## src/rtl/lzs_pkg.sv

```systemverilog
// Shared definitions for the LZS compression unit: datapath widths,
// descriptor control bit positions and the common job state encoding.
package lzs_pkg;

    localparam int HW_W        = 16;
    localparam int WORD_W      = 64;
    localparam int HW_PER_WORD = 4;

    localparam int DC_ENC = 5;
    localparam int DC_DEC = 6;

    typedef enum logic [1:0] {
        IDLE = 2'd0,
        RUN  = 2'd1,
        DONE = 2'd2
    } state_t;

endpackage

```

## src/rtl/codein_word_slot.sv

```systemverilog
// One buffered source word with its last flag and valid bit.
// Clear wins over load so a job flush always empties the slot.
module word_slot
    import lzs_pkg::*;
(
    input  logic              i_clk,
    input  logic              i_rst_n,
    input  logic              i_clear,
    input  logic              i_load,
    input  logic [WORD_W-1:0] i_word,
    input  logic              i_last,
    output logic [WORD_W-1:0] o_word,
    output logic              o_last,
    output logic              o_valid
);

    logic [WORD_W-1:0] r_word;
    logic              r_last;
    logic              r_valid;

    always_ff @(posedge i_clk or negedge i_rst_n) begin
        if (!i_rst_n) begin
            r_word  <= '0;
            r_last  <= 1'b0;
            r_valid <= 1'b0;
        end else if (i_clear) begin
            r_word  <= '0;
            r_last  <= 1'b0;
            r_valid <= 1'b0;
        end else if (i_load) begin
            r_word  <= i_word;
            r_last  <= i_last;
            r_valid <= 1'b1;
        end
    end

    assign o_word  = r_word;
    assign o_last  = r_last;
    assign o_valid = r_valid;

endmodule

```

## src/rtl/codein.sv

```systemverilog
// Source-side unpacker: pops 64-bit words from the source FIFO and streams
// them most-significant halfword first to the LZS engine with valid/ready.
module codein
    import lzs_pkg::*;
(
    input  logic              wb_clk_i,
    input  logic              wb_rst_ni,
    input  logic              m_enable,
    input  logic [23:0]       dc,
    output logic              m_src_getn,
    input  logic [WORD_W-1:0] m_src,
    input  logic              m_src_last,
    input  logic              m_src_almost_empty,
    input  logic              m_src_empty,
    output logic [HW_W-1:0]   out_data,
    output logic              out_valid,
    input  logic              out_ready,
    output logic              out_last,
    output logic              done_o
);

    state_t r_state;
    state_t w_stateNext;

    logic       r_getn;
    logic       r_inFlight;
    logic       r_lastSeen;
    logic       r_done;
    logic [1:0] r_hidx;

    logic [WORD_W-1:0] w_holdWord;
    logic [WORD_W-1:0] w_pendWord;
    logic [WORD_W-1:0] w_holdIn;
    logic              w_holdLast;
    logic              w_pendLast;
    logic              w_holdLastIn;
    logic              w_holdValid;
    logic              w_pendValid;

    logic w_active;
    logic w_accept;
    logic w_wrap;
    logic w_ret;
    logic w_holdLoadPend;
    logic w_holdLoadRet;
    logic w_holdLoad;
    logic w_holdClear;
    logic w_pendLoad;
    logic w_pendClear;
    logic w_pendValidNext;
    logic w_popNext;
    logic w_doneNext;

    logic [21:0] w_unusedDc;

    assign w_unusedDc = {dc[23:DC_DEC+1], dc[DC_ENC-1:0]};
    assign w_active   = m_enable && (dc[DC_ENC] || dc[DC_DEC]);
    assign w_accept   = w_holdValid && out_ready;
    assign w_wrap     = w_accept && (r_hidx == 2'(HW_PER_WORD - 1));
    assign w_ret      = r_inFlight && m_enable;

    // A returning word goes to holding when it is empty or finishing its last
    // halfword without a pending successor; otherwise it parks in pending.
    assign w_holdLoadPend  = w_wrap && w_pendValid;
    assign w_holdLoadRet   = w_ret && (!w_holdValid || (w_wrap && !w_pendValid));
    assign w_holdLoad      = w_holdLoadPend || w_holdLoadRet;
    assign w_holdIn        = w_holdLoadPend ? w_pendWord : m_src;
    assign w_holdLastIn    = w_holdLoadPend ? w_pendLast : m_src_last;
    assign w_holdClear     = !m_enable || (w_wrap && !w_holdLoad);
    assign w_pendLoad      = w_ret && !w_holdLoadRet;
    assign w_pendClear     = !m_enable || (w_holdLoadPend && !w_pendLoad);
    assign w_pendValidNext = m_enable && (w_pendLoad || (w_pendValid && !w_holdLoadPend));

    word_slot u_hold (
        .i_clk   (wb_clk_i),
        .i_rst_n (wb_rst_ni),
        .i_clear (w_holdClear),
        .i_load  (w_holdLoad),
        .i_word  (w_holdIn),
        .i_last  (w_holdLastIn),
        .o_word  (w_holdWord),
        .o_last  (w_holdLast),
        .o_valid (w_holdValid)
    );

    word_slot u_pend (
        .i_clk   (wb_clk_i),
        .i_rst_n (wb_rst_ni),
        .i_clear (w_pendClear),
        .i_load  (w_pendLoad),
        .i_word  (m_src),
        .i_last  (m_src_last),
        .o_word  (w_pendWord),
        .o_last  (w_pendLast),
        .o_valid (w_pendValid)
    );

    always_comb begin
        w_stateNext = r_state;
        w_doneNext  = 1'b0;
        if (!m_enable) begin
            w_stateNext = IDLE;
        end else begin
            case (r_state)
                IDLE: begin
                    if (w_active) begin
                        w_stateNext = RUN;
                    end
                end
                RUN: begin
                    if (w_accept && out_last) begin
                        w_stateNext = DONE;
                        w_doneNext  = 1'b1;
                    end
                end
                DONE: begin
                    w_stateNext = DONE;
                end
                default: begin
                    w_stateNext = IDLE;
                end
            endcase
        end
    end

    // The pop strobe is registered, so the decision is made one cycle early
    // against next-cycle state; the almost-empty guard covers the flag lag
    // of a pop that is still being retired by the FIFO.
    assign w_popNext = (w_stateNext == RUN)
                    && !m_src_empty
                    && r_getn
                    && !(m_src_almost_empty && r_inFlight)
                    && !w_pendValidNext
                    && !r_lastSeen
                    && !(w_ret && m_src_last);

    always_ff @(posedge wb_clk_i or negedge wb_rst_ni) begin
        if (!wb_rst_ni) begin
            r_state    <= IDLE;
            r_getn     <= 1'b1;
            r_inFlight <= 1'b0;
            r_lastSeen <= 1'b0;
            r_done     <= 1'b0;
            r_hidx     <= 2'd0;
        end else begin
            r_state    <= w_stateNext;
            r_getn     <= !w_popNext;
            r_inFlight <= m_enable && !r_getn;
            r_lastSeen <= m_enable && (r_lastSeen || (w_ret && m_src_last));
            r_done     <= w_doneNext;
            if (!m_enable) begin
                r_hidx <= 2'd0;
            end else if (w_accept) begin
                r_hidx <= r_hidx + 2'd1;
            end
        end
    end

    always_comb begin
        out_data = w_holdWord[63:48];
        case (r_hidx)
            2'd0:    out_data = w_holdWord[63:48];
            2'd1:    out_data = w_holdWord[47:32];
            2'd2:    out_data = w_holdWord[31:16];
            2'd3:    out_data = w_holdWord[15:0];
            default: out_data = w_holdWord[63:48];
        endcase
    end

    assign out_last   = w_holdLast && (r_hidx == 2'(HW_PER_WORD - 1));
    assign out_valid  = w_holdValid;
    assign m_src_getn = r_getn;
    assign done_o     = r_done;

endmodule

```

## config.mk

```make
export PLATFORM = sky130hd
export DESIGN_NAME = codein
export DESIGN_NICKNAME = d
export VERILOG_FILES = /design/src/rtl/lzs_pkg.sv /design/src/rtl/codein_word_slot.sv /design/src/rtl/codein.sv
export SDC_FILE = /design/constraint.sdc
export NUM_CORES = 1
export LEC_CHECK = 0
export CORE_MARGIN = 10
export CORE_UTILIZATION = 57
export DETAILED_ROUTE_END_ITERATION = 16
export MAX_ROUTING_LAYER = met4
export PLACE_DENSITY = 0.89
export SETUP_SLACK_MARGIN = 0.3
export SYNTH_ARGS = -nofsm -noshare
export SYNTH_HDL_FRONTEND = slang
export SYNTH_SLANG_ARGS = --single-unit
export TNS_END_PERCENT = 10
```

## constraint.sdc

```tcl
create_clock -name wb_clk_i -period 4.2 [get_ports wb_clk_i]
set_input_delay 1.26 -clock wb_clk_i [delete_from_list [all_inputs] [get_ports wb_clk_i]]
set_output_delay 1.26 -clock wb_clk_i [all_outputs]
set_load 0.05 [all_outputs]
```

==> results.md, run 1 <==
* CP Launch Type: flop
* Achievable Freq at 248.0 MHz
* Largest fanout on the critical path at 16
* Worst setup EP type: output port
* Post-DR vias/cell at 7.004
* Drt total wl at 17660 um
* WL/cell at 25.01 um
* Diode count at 0
* DRC viols at 0
* Pre-antenna DRT Iters at 9
* Cell area power density at 399.4 mW/mm^2
* Cell leakage power at 3.873 nW
* CTS H-tree lvls at 4
* Starting Density at 58.34%
* Crit share post-route at 96.02%
* CP Class: reg -> out
* Total number of vias at 4945
* Layout cells sized above 1 at 9.894%
* Post-DRT Antenna Nets at 0
* Clock latency on the worst-skew pair at 0.52 ns
* Total grt overflow at 0
* Placed cell areas at 0.007291 mm^2
* Worst EP required at 2.94 ns
* #FFs+latches synth at 140
* Number of setup buffers added after CTS at 0
* VDD IR max at 0.0002853 V
* Area delta synth->final at 23.71%
* Hold Path Class: reg -> reg
* Slew Viols, Final at 0
* Yosys warning count at 0
* Die width at 125.6 um
* CP delay by family, top: buffers and inverters
* Area contributors post-synth: dfrtp_1 (55%), mux2i_1 (13%), a32o_1 (10%)
* Cell Rows at 38
* Library cells used by synthesis at 35
* Initial antenna violation count at 0
* Final Setup Violations at 0
* CP max stage delay at 0.74 ns
* Final WS setup at 0.1674 ns
* Worst slew pin tran at 0.8261 ns
* Pre-CTS WS at 0.6329 ns
* Final nets at 652
* All-layer global routing usage at 22.89%
* DIE AREA at 0.01577 mm^2
* Clock sink count at 140
* TritonCTS clock tree: built
* Seq/Total Area, Yosys at 55.17%
* Largest net degree at the start of global routing at 67
* Outcome: finished clean
* Post-synth EDFFs at 0
* Design Area, Final at 0.007859 mm^2
* Synth top area share at 54.76%
* Core Region at 0.01089 mm^2
* Tot Pwr at 3.139 mW
* Leading area contributor after synthesis: dfrtp_1
* Worst endpoint data arrival time at 2.77 ns
* Crit path cell chain: inv_1 > ha_2 > a222oi_1 > mux2i_1 > clkdlybuf4s50_1
* Fin. Hold Viols at 0
* Crit path buf inv count at 2
* Setup TNS at 0 ns
* Max_cap viols at 0
* Post-synth ARST share at 100.0%
* Vias in the first global route at 4992
* Root Driver: clkbuf_8
* Ys flop type: dfrtp_1
* Post-synthesis cell count at 482
* Slowest cell on the critical path: clkdlybuf4s50_1
* Reg2reg setup slack at 1.60 ns
* Slew HR at 44.93%
* RSZ-0062 raised after global routing: yes
* Final min period at 4.033 ns
* Dpl hpwl at 11080 um
* 1st-iter DRT viols at 766
* Post-Syn Area per Cell at 13.18 um^2
* Syn_nets at 581
* Number of I/O port buffers at 92
* First-pass GRT wire length at 28320 um
* Mapped cell area at 0.006352 mm^2
* RePlAce Congestion at 0.8930
* Worst Skew at 0.004955 ns
* Clk buf depth at 2
* Die height at 125.6 um
* I/O pins at 115
* # hold bufs at CTS at 0
* Clock-pin slew of the registers on the worst-case setup and hold paths at 0.06 ns
* Num CTS Buffers at 17
power breakdown:
part / internal (mW) / switching (mW)
clock: 0.842 / 0.593
combinational: 0.122 / 0.166
sequential: 1.38 / 0.0323
final timing paths:
check | startpoint | endpoint | depth (start not counted)
worst max-delay path | r_hidx[0] | out_data[2] | 5
worst min-delay path | u_hold.o_word[60] | u_hold.o_word[60] | 1
worst max register to register | r_hidx[0] | u_pend.o_word[52] | 6
min in group asynchronous | wb_rst_ni | r_lastSeen | 1
max in group asynchronous | wb_rst_ni | u_hold.o_word[59] | 2
worst min register to register | u_hold.o_word[60] | u_hold.o_word[60] | 1
synthesized netlist by cell type (5+ instances only):
master     instances
buf_4              5
buf_2             22
a222oi_1          16
buf_6              5
o2bb2ai_1         65
dfrtp_1          139
a32o_1            65
nand2_1            5
clkbuf_1          19
mux2i_1           81
inv_1             19
what timing repair did:
action / in CTS / in global routing
gates resized for setup: 5 / 3
pin swaps: 3 / 0
setup endpoints to repair: 17 / 17
stage by stage:
stage          hold WS (ns)  std cells  utilization, %
6_report             0.4935        706           72.18
5_1_grt              0.5079        706           72.18
4_1_cts              0.4927        706           72.11
3_5_place_dp         0.4735        674           66.96
3_3_place_gp         0.4725        674           66.96
2_1_floorplan        0.4557        482               -
layout make-up:
| cell class | instances | area (um^2) |
|---|---|---|
| flip-flops and latches | 140 | 3505 |
| fillers | 697 | 3029 |
| multi-input cells | 271 | 2519 |
| repair buffers | 104 | 1026 |
| clock buffers | 17 | 414.1 |
| well taps | 140 | 175.2 |
| clock inverters | 15 | 148.9 |
| inverters | 19 | 71.32 |
placed cells by master, fill, tap and decap left out, types with 2 or more instances in the layout:
cell             synthesis  layout
nor2b_1                  2       2
nand4_1                  2       2
buf_12                   0       2
buf_4                    5      11
nand2b_1                 3       3
inv_6                    0       2
o2bb2ai_1               65      65
clkinvlp_4               0       5
nor2_1                   3       3
ha_2                     0       3
dfrtp_1                139     139
a21boi_0                 4       4
and3_1                   2       2
mux2i_1                 81      81
bufinv_16                0       2
nand3_1                  3       3
clkdlybuf4s50_1          0      85
nand2_1                  5       5
a222oi_1                16      16
dlygate4sd2_1            0       4
a32o_1                  65      65
and2_1                   3       3
inv_1                   19      19
clkinv_2                 0       5
clkbuf_16                0      16
worst reg2reg max path: cells and delay by family (launching register included):
family / cells / cell delay [ns]
adders and majority gates: 1 / 0.34
buffers and inverters: 2 / 0.73
DFF: 1 / 0.46
AOI/OAI and AO/OA: 2 / 0.89
and+or+nand+nor: 1 / 0.11
sequential cells by signal, summed over array words and instances, names as in the netlist, 2 cells and up:
register       count
u_pend.o_word     64
r_hidx             2
r_state            2
u_hold.o_word     64
per-layer routing:
layer	up-vias	track usage (%)	wire length [um]
met5	-	-	0
met3	64	5.239	1321
li1	2063	-	-
met1	2536	28.82	7263
met4	0	9.282	639
met2	282	34.99	8434
cells by family after synthesis:
logic type      Yosys count  share of synthesized area, %
xor+xnor                  1                        0.1379
buf+inv                  71                         5.515
fa+ha+maj                 4                        0.7879
mux                      81                         12.76
flops                   140                         55.17
compound gates          158                         23.18
simple gates             27                         2.442
(Power assumes the default switching activity.)
==> run 2: changes to the inputs <==
--- a/config.mk
+++ b/config.mk
@@ -6,10 +6,10 @@
 export NUM_CORES = 1
 export LEC_CHECK = 0
 export CORE_MARGIN = 10
-export CORE_UTILIZATION = 57
+export CORE_UTILIZATION = 40
 export DETAILED_ROUTE_END_ITERATION = 16
 export MAX_ROUTING_LAYER = met4
-export PLACE_DENSITY = 0.89
+export PLACE_DENSITY = 0.67
 export SETUP_SLACK_MARGIN = 0.3
 export SYNTH_ARGS = -nofsm -noshare
 export SYNTH_HDL_FRONTEND = slang
==> results.md, run 2 (synthesis gave the netlist of run 1 again) <==
* Outcome: finished clean
* Worst setup EP type: output port
* Worst EP required at 2.94 ns
* First-pass GRT wire length at 26730 um
* Final Setup Violations at 0
* NetSw at 0.7283 mW
* Reg2reg setup slack at 1.93 ns
* 1st-iter DRT viols at 456
* Internal Pwr Total at 2.400 mW
* Pre-antenna DRT Iters at 7
* Root Driver: clkbuf_16
* Clock share of power at 45.8%
* Slew HR at 44.58%
* Clock latency on the worst-skew pair at 0.41 ns
* Area delta synth->final at 25.80%
* RePlAce Congestion at 0.8810
* Clock sink count at 140
* Commonest non-fill, non-tap cell in the layout: dfrtp_1
* TritonCTS clock tree: built
* Setup TNS at 0 ns
* Most Used Layer, Global Route: met2
* CTS H-tree lvls at 4
* Slew Viols, Final at 0
* Clock-pin slew of the registers on the worst-case setup and hold paths at 0.06 ns
* Largest fanout on the critical path at 17
* CP Class: reg -> out
* Cell area power density at 391.4 mW/mm^2
* Crit share post-route at 94.04%
* M3 GR Usage at 4.481%
* Layout cells sized above 1 at 8.881%
* CP max stage delay at 0.76 ns
* Switching share of power at 23.28%
* Dpl hpwl at 11360 um
* I/O pins at 115
* RSZ-0062 raised after global routing: yes
* # hold bufs at CTS at 0
* Worst hold path depth at 1
* GR Util met1 at 20.19%
* Total number of vias at 4563
* Fin. Hold Viols at 0
* Crit path buf inv count at 1
* Worst Skew at 0.007911 ns
* DRC viols at 0
* DIE AREA at 0.02132 mm^2
* Hold Path Class: reg -> reg
* Largest net degree at the start of global routing at 90
* Initial antenna violation count at 0
* Design Area, Final at 0.007991 mm^2
* Cell leakage power at 4.088 nW
* Cell Rows at 46
* Final nets at 651
* Worst endpoint data arrival time at 2.69 ns
* Drt total wl at 16970 um
* GR Util met2 at 25.78%
* CP Launch Type: flop
* Crit path cell chain: ha_2 > a222oi_1 > mux2i_1 > clkdlybuf4s50_1
* Slowest cell on the critical path: clkdlybuf4s50_1
* CP delay by family, top: buffers and inverters
* Placed cell areas at 0.007395 mm^2
* Die height at 146.0 um
* Hold worst-path end: u_hold.o_word[60]
* Max_cap viols at 0
* Die width at 146.0 um
* Worst slew pin tran at 0.8314 ns
* WL/cell at 21.78 um
* Post-DR vias/cell at 5.858
* Clk buf depth at 2
* Reg power frac at 45.2%
* Core Region at 0.01571 mm^2
* Vias in the first global route at 4730
* FF-to-FF path depth at 6
* Number of I/O port buffers at 92
* Total grt overflow at 0
* Worst reg2reg endpoint: u_pend.o_word[36]
* FF-to-FF Start: r_hidx[0]
* Fill count at 1371
* Achievable Freq at 253.2 MHz
* Post-DRT Antenna Nets at 0
* Starting Density at 40.43%
* Comb power frac at 9.0%
* Finished Layout Cells at 779
* Worst Hold Launch: u_hold.o_word[60]
* Diode count at 0
* Num CTS Buffers at 17
* Most frequent cells in the layout: dfrtp_1 (139), mux2i_1 (81), clkdlybuf4s50_1 (76), o2bb2ai_1 (65), a32o_1 (65)
* VDD IR max at 0.0003913 V
* Placed insts at 749
* Final min period at 3.950 ns
* All-layer global routing usage at 16.19%
==> run 2: changes by cell type in the layout (fill, tap and decap cells not counted), sizes merged <==
cell	delta
inv	-2
dlymetal6s2s	+12
clkinvlp	-5
clkbuf	+5
dlygate4sd2	-3
buf	-1
clkdlybuf4s50	-9
==> run 2: worst max path at each step <==
| stage | start | end | slack (ns) | depth (start not counted) |
|---|---|---|---|---|
| after floorplan | r_hidx[0] | out_data[11] | 0.80 | 5 |
| after global placement | r_hidx[0] | out_data[10] | 0.62 | 4 |
| after detailed placement | r_hidx[0] | out_data[8] | 0.57 | 4 |
| after CTS | r_hidx[0] | out_data[8] | 0.12 | 4 |
| after global routing | r_hidx[0] | out_data[15] | 0.17 | 5 |
| final | r_hidx[0] | out_data[15] | 0.25 | 4 |
==> run 2: power groups by stage <==
stage,Clock [mW],Combinational [mW],Sequential [mW]
finish,1.43,0.283,1.41
global route,1.51,0.307,1.42
CTS,1.45,0.287,1.41
detailed placement,0,0.286,1.44
global placement,0,0.281,1.43
floorplan,0,0.132,1.43
==> run 2: area by class of cell <==
cell class                      instances  area [um^2]  share of cell area, %
Clock buffer                           22        464.2                  5.809
Clock inverter                          8        93.84                  1.174
Inverter                               19        71.32                 0.8924
Multi-Input combinational cell        271         2519                  31.52
Sequential cell                       140         3505                  43.85
Tap cell                              216        270.3                  3.382
Timing Repair Buffer                  103         1069                  13.37
==> run 2: stage by stage <==
stage                     utilization, %  total power, mW  hold slack, ns  setup WS (ns)
after global routing               50.86            3.235          0.4986         0.1749
after detailed placement           47.06            1.722          0.4743         0.5718
after floorplan                        -            1.561          0.4557         0.7980
after global placement             47.06            1.715          0.4724         0.6239
final                              50.86            3.128          0.4854         0.2503
after CTS                          50.61            3.151          0.4892         0.1157
==> run 2: routing by layer <==
layer  wire [um]  share of wire (%)  up-vias
met3         831                4.9       16
met1        7558                 45     2342
li1            -                  -     2062
met5           0                  0        -
met2        8413                 50      143
met4         165               0.97        0
==> run 2: worst register-to-register path, cell delays in order, from the launching register on <==
cell	delay [ns]
dfrtp_1	0.43
ha_2	0.43
buf_4	0.22
nand2_1	0.08
o2111a_2	0.47
buf_12	0.27
a32o_1	0.25
==> run 2: repair_timing <==
action	CTS	global route
buffers inserted	0	0
endpoints found under the setup margin	16	16
gates cloned	0	0
hold endpoints to repair	0	0
pin swaps	1	1
gates resized for setup	1	16
==> run 3: changes to the inputs <==
--- a/config.mk
+++ b/config.mk
@@ -9,7 +9,7 @@
 export CORE_UTILIZATION = 40
 export DETAILED_ROUTE_END_ITERATION = 16
 export MAX_ROUTING_LAYER = met4
-export PLACE_DENSITY = 0.67
+export PLACE_DENSITY = 0.63
 export SETUP_SLACK_MARGIN = 0.3
 export SYNTH_ARGS = -nofsm -noshare
 export SYNTH_HDL_FRONTEND = slang
==> results.md, run 3 (synthesis gave the netlist of run 1 again) <==
* First-pass GRT wire length at 26830 um
* Clk buf depth at 2
* Crit path cell chain: inv_1 > ha_2 > a222oi_1 > mux2i_1 > clkdlybuf4s50_1
* CTS H-tree lvls at 4
* WL/cell at 21.51 um
* FF-to-FF path depth at 6
* Starting Density at 40.43%
* Cell leakage power at 3.862 nW
* Clock sink count at 140
* Total grt overflow at 0
* Worst Setup SP: r_hidx[1]
* DIE AREA at 0.02132 mm^2
* Reg power frac at 45.3%
* Final nets at 651
* Layout cells sized above 1 at 8.319%
* Die width at 146.0 um
* Internal Pwr Total at 2.402 mW
* CP Launch Type: flop
* Final WS setup at 0.1695 ns
* Clock-pin slew of the registers on the worst-case setup and hold paths at 0.06 ns
* CP Class: reg -> out
* Reg2reg setup slack at 1.91 ns
* Pre-antenna DRT Iters at 5
* Setup TNS at 0 ns
* Slowest cell on the critical path: clkdlybuf4s50_1
* Number of I/O port buffers at 92
* Total number of vias at 4565
* Num CTS Buffers at 17
* TritonCTS clock tree: built
* Post-DRT Antenna Nets at 0
* Diode count at 0
* Most frequent cells in the layout: dfrtp_1 (139), clkdlybuf4s50_1 (88), mux2i_1 (81), o2bb2ai_1 (65), a32o_1 (65)
* Switching share of power at 23.02%
* Largest net degree at the start of global routing at 93
* Final min period at 4.030 ns
* 1st-iter DRT viols at 464
* Commonest non-fill, non-tap cell in the layout: dfrtp_1
* Clock latency on the worst-skew pair at 0.41 ns
* Worst reg2reg endpoint: u_pend.o_word[25]
* Slew HR at 43.09%
* Core Region at 0.01571 mm^2
* Cell Rows at 46
* Outcome: finished clean
* Post-DR vias/cell at 5.845
* All-layer global routing usage at 16.24%
* Pre-CTS WS at 0.6111 ns
* Achievable Freq at 248.1 MHz
* Vias in the first global route at 4795
* RSZ-0062 raised after global routing: yes
* Fin. Hold Viols at 0
* Final Setup Violations at 0
* Crit share post-route at 95.96%
* Worst Skew at 0.006171 ns
* Die height at 146.0 um
* RePlAce Congestion at 0.8104
* Area delta synth->final at 25.35%
* CP max stage delay at 0.74 ns
* Dpl hpwl at 11330 um
* Clock share of power at 45.5%
* Worst EP required at 2.94 ns
* DRC viols at 0
* Worst setup EP type: output port
* Worst slew pin tran at 0.8537 ns
* FF-to-FF Start: r_hidx[0]
* Critical path capture point: out_data[10]
* Root Driver: clkbuf_16
* Initial antenna violation count at 0
* NetSw at 0.7183 mW
* Hold Path Class: reg -> reg
* Cell area power density at 391.9 mW/mm^2
* Largest fanout on the critical path at 16
* # hold bufs at CTS at 0
* Drt total wl at 16800 um
* I/O pins at 115
* VDD IR max at 0.0002567 V
* Comb power frac at 9.2%
* Slew Viols, Final at 0
* Max_cap viols at 0
* Worst endpoint data arrival time at 2.77 ns
-- run 3: changes by cell type in the layout (fill, tap and decap cells not counted), sizes merged --
cell,before,now
clkbuf,22,30
clkdlybuf4s50,76,88
bufinv,2,1
clkinv,6,1
dlymetal6s2s,13,1
-- run 3: layout make-up --
| type | instances | area, um^2 |
|---|---|---|
| fill | 1408 | 7750 |
| sequential | 140 | 3505 |
| multi-input combinational | 271 | 2519 |
| timing repair buffer | 103 | 1039 |
| clock buffer | 30 | 524.3 |
| tap | 216 | 270.3 |
| inverter | 19 | 71.32 |
| clock inverter | 2 | 35.03 |
-- run 3: layer usage --
metal | track usage (%) | wire (um) | up-vias
li1 | - | - | 2058
met1 | 21.09 | 7605 | 2343
met2 | 24.54 | 7997 | 140
met3 | 3.956 | 925 | 24
met4 | 5.255 | 275 | 0
met5 | - | 0 | -
-- run 3: power groups by stage --
stage / registers [mW] / clock network (mW) / logic [mW]
2_1_floorplan: 1.43 / 0 / 0.132
6_report: 1.41 / 1.42 / 0.286
4_1_cts: 1.41 / 1.45 / 0.290
3_3_place_gp: 1.43 / 0 / 0.285
5_1_grt: 1.42 / 1.52 / 0.311
3_5_place_dp: 1.44 / 0 / 0.290
-- run 3: repair_timing --
action	4_1_cts	5_1_grt
resized for setup	1	4
endpoints found under the setup margin	16	17
buffers inserted	0	0
hold endpoints to repair	0	0
-- run 3: worst min-delay path by stage --
stage	start	to	slack (ns)	cells after the start
floorplan	u_hold.o_word[32]	u_hold.o_word[32]	0.46	1
global placement	u_hold.o_word[48]	u_hold.o_word[48]	0.47	1
detailed placement	u_hold.o_word[0]	u_hold.o_word[0]	0.47	1
CTS	u_hold.o_word[62]	u_hold.o_word[62]	0.49	1
global route	u_hold.o_word[9]	u_hold.o_word[9]	0.51	1
finish	u_hold.o_word[3]	u_hold.o_word[3]	0.49	1
-- run 3: per-stage QoR --
step / std cells / total power [mW] / cell area, um^2 / util, % / hold WS (ns)
CTS: 781 / 3.152 / 7953 / 50.61 / 0.4912
finish: 781 / 3.120 / 7963 / 50.68 / 0.4886
floorplan: 482 / 1.561 / 6352 / - / 0.4557
detailed placement: 749 / 1.725 / 7395 / 47.06 / 0.4738
global placement: 749 / 1.719 / 7395 / 47.06 / 0.4732
global route: 781 / 3.243 / 7963 / 50.68 / 0.5094
-- run 3: critical path: cells and delay by family, from the launching register on --
| family | cells | cell delay (ns) |
|---|---|---|
| fa+ha+maj | 1 | 0.28 |
| compound gates | 1 | 0.67 |
| flops | 1 | 0.41 |
| buf+inv | 2 | 0.83 |
| mux | 1 | 0.16 |
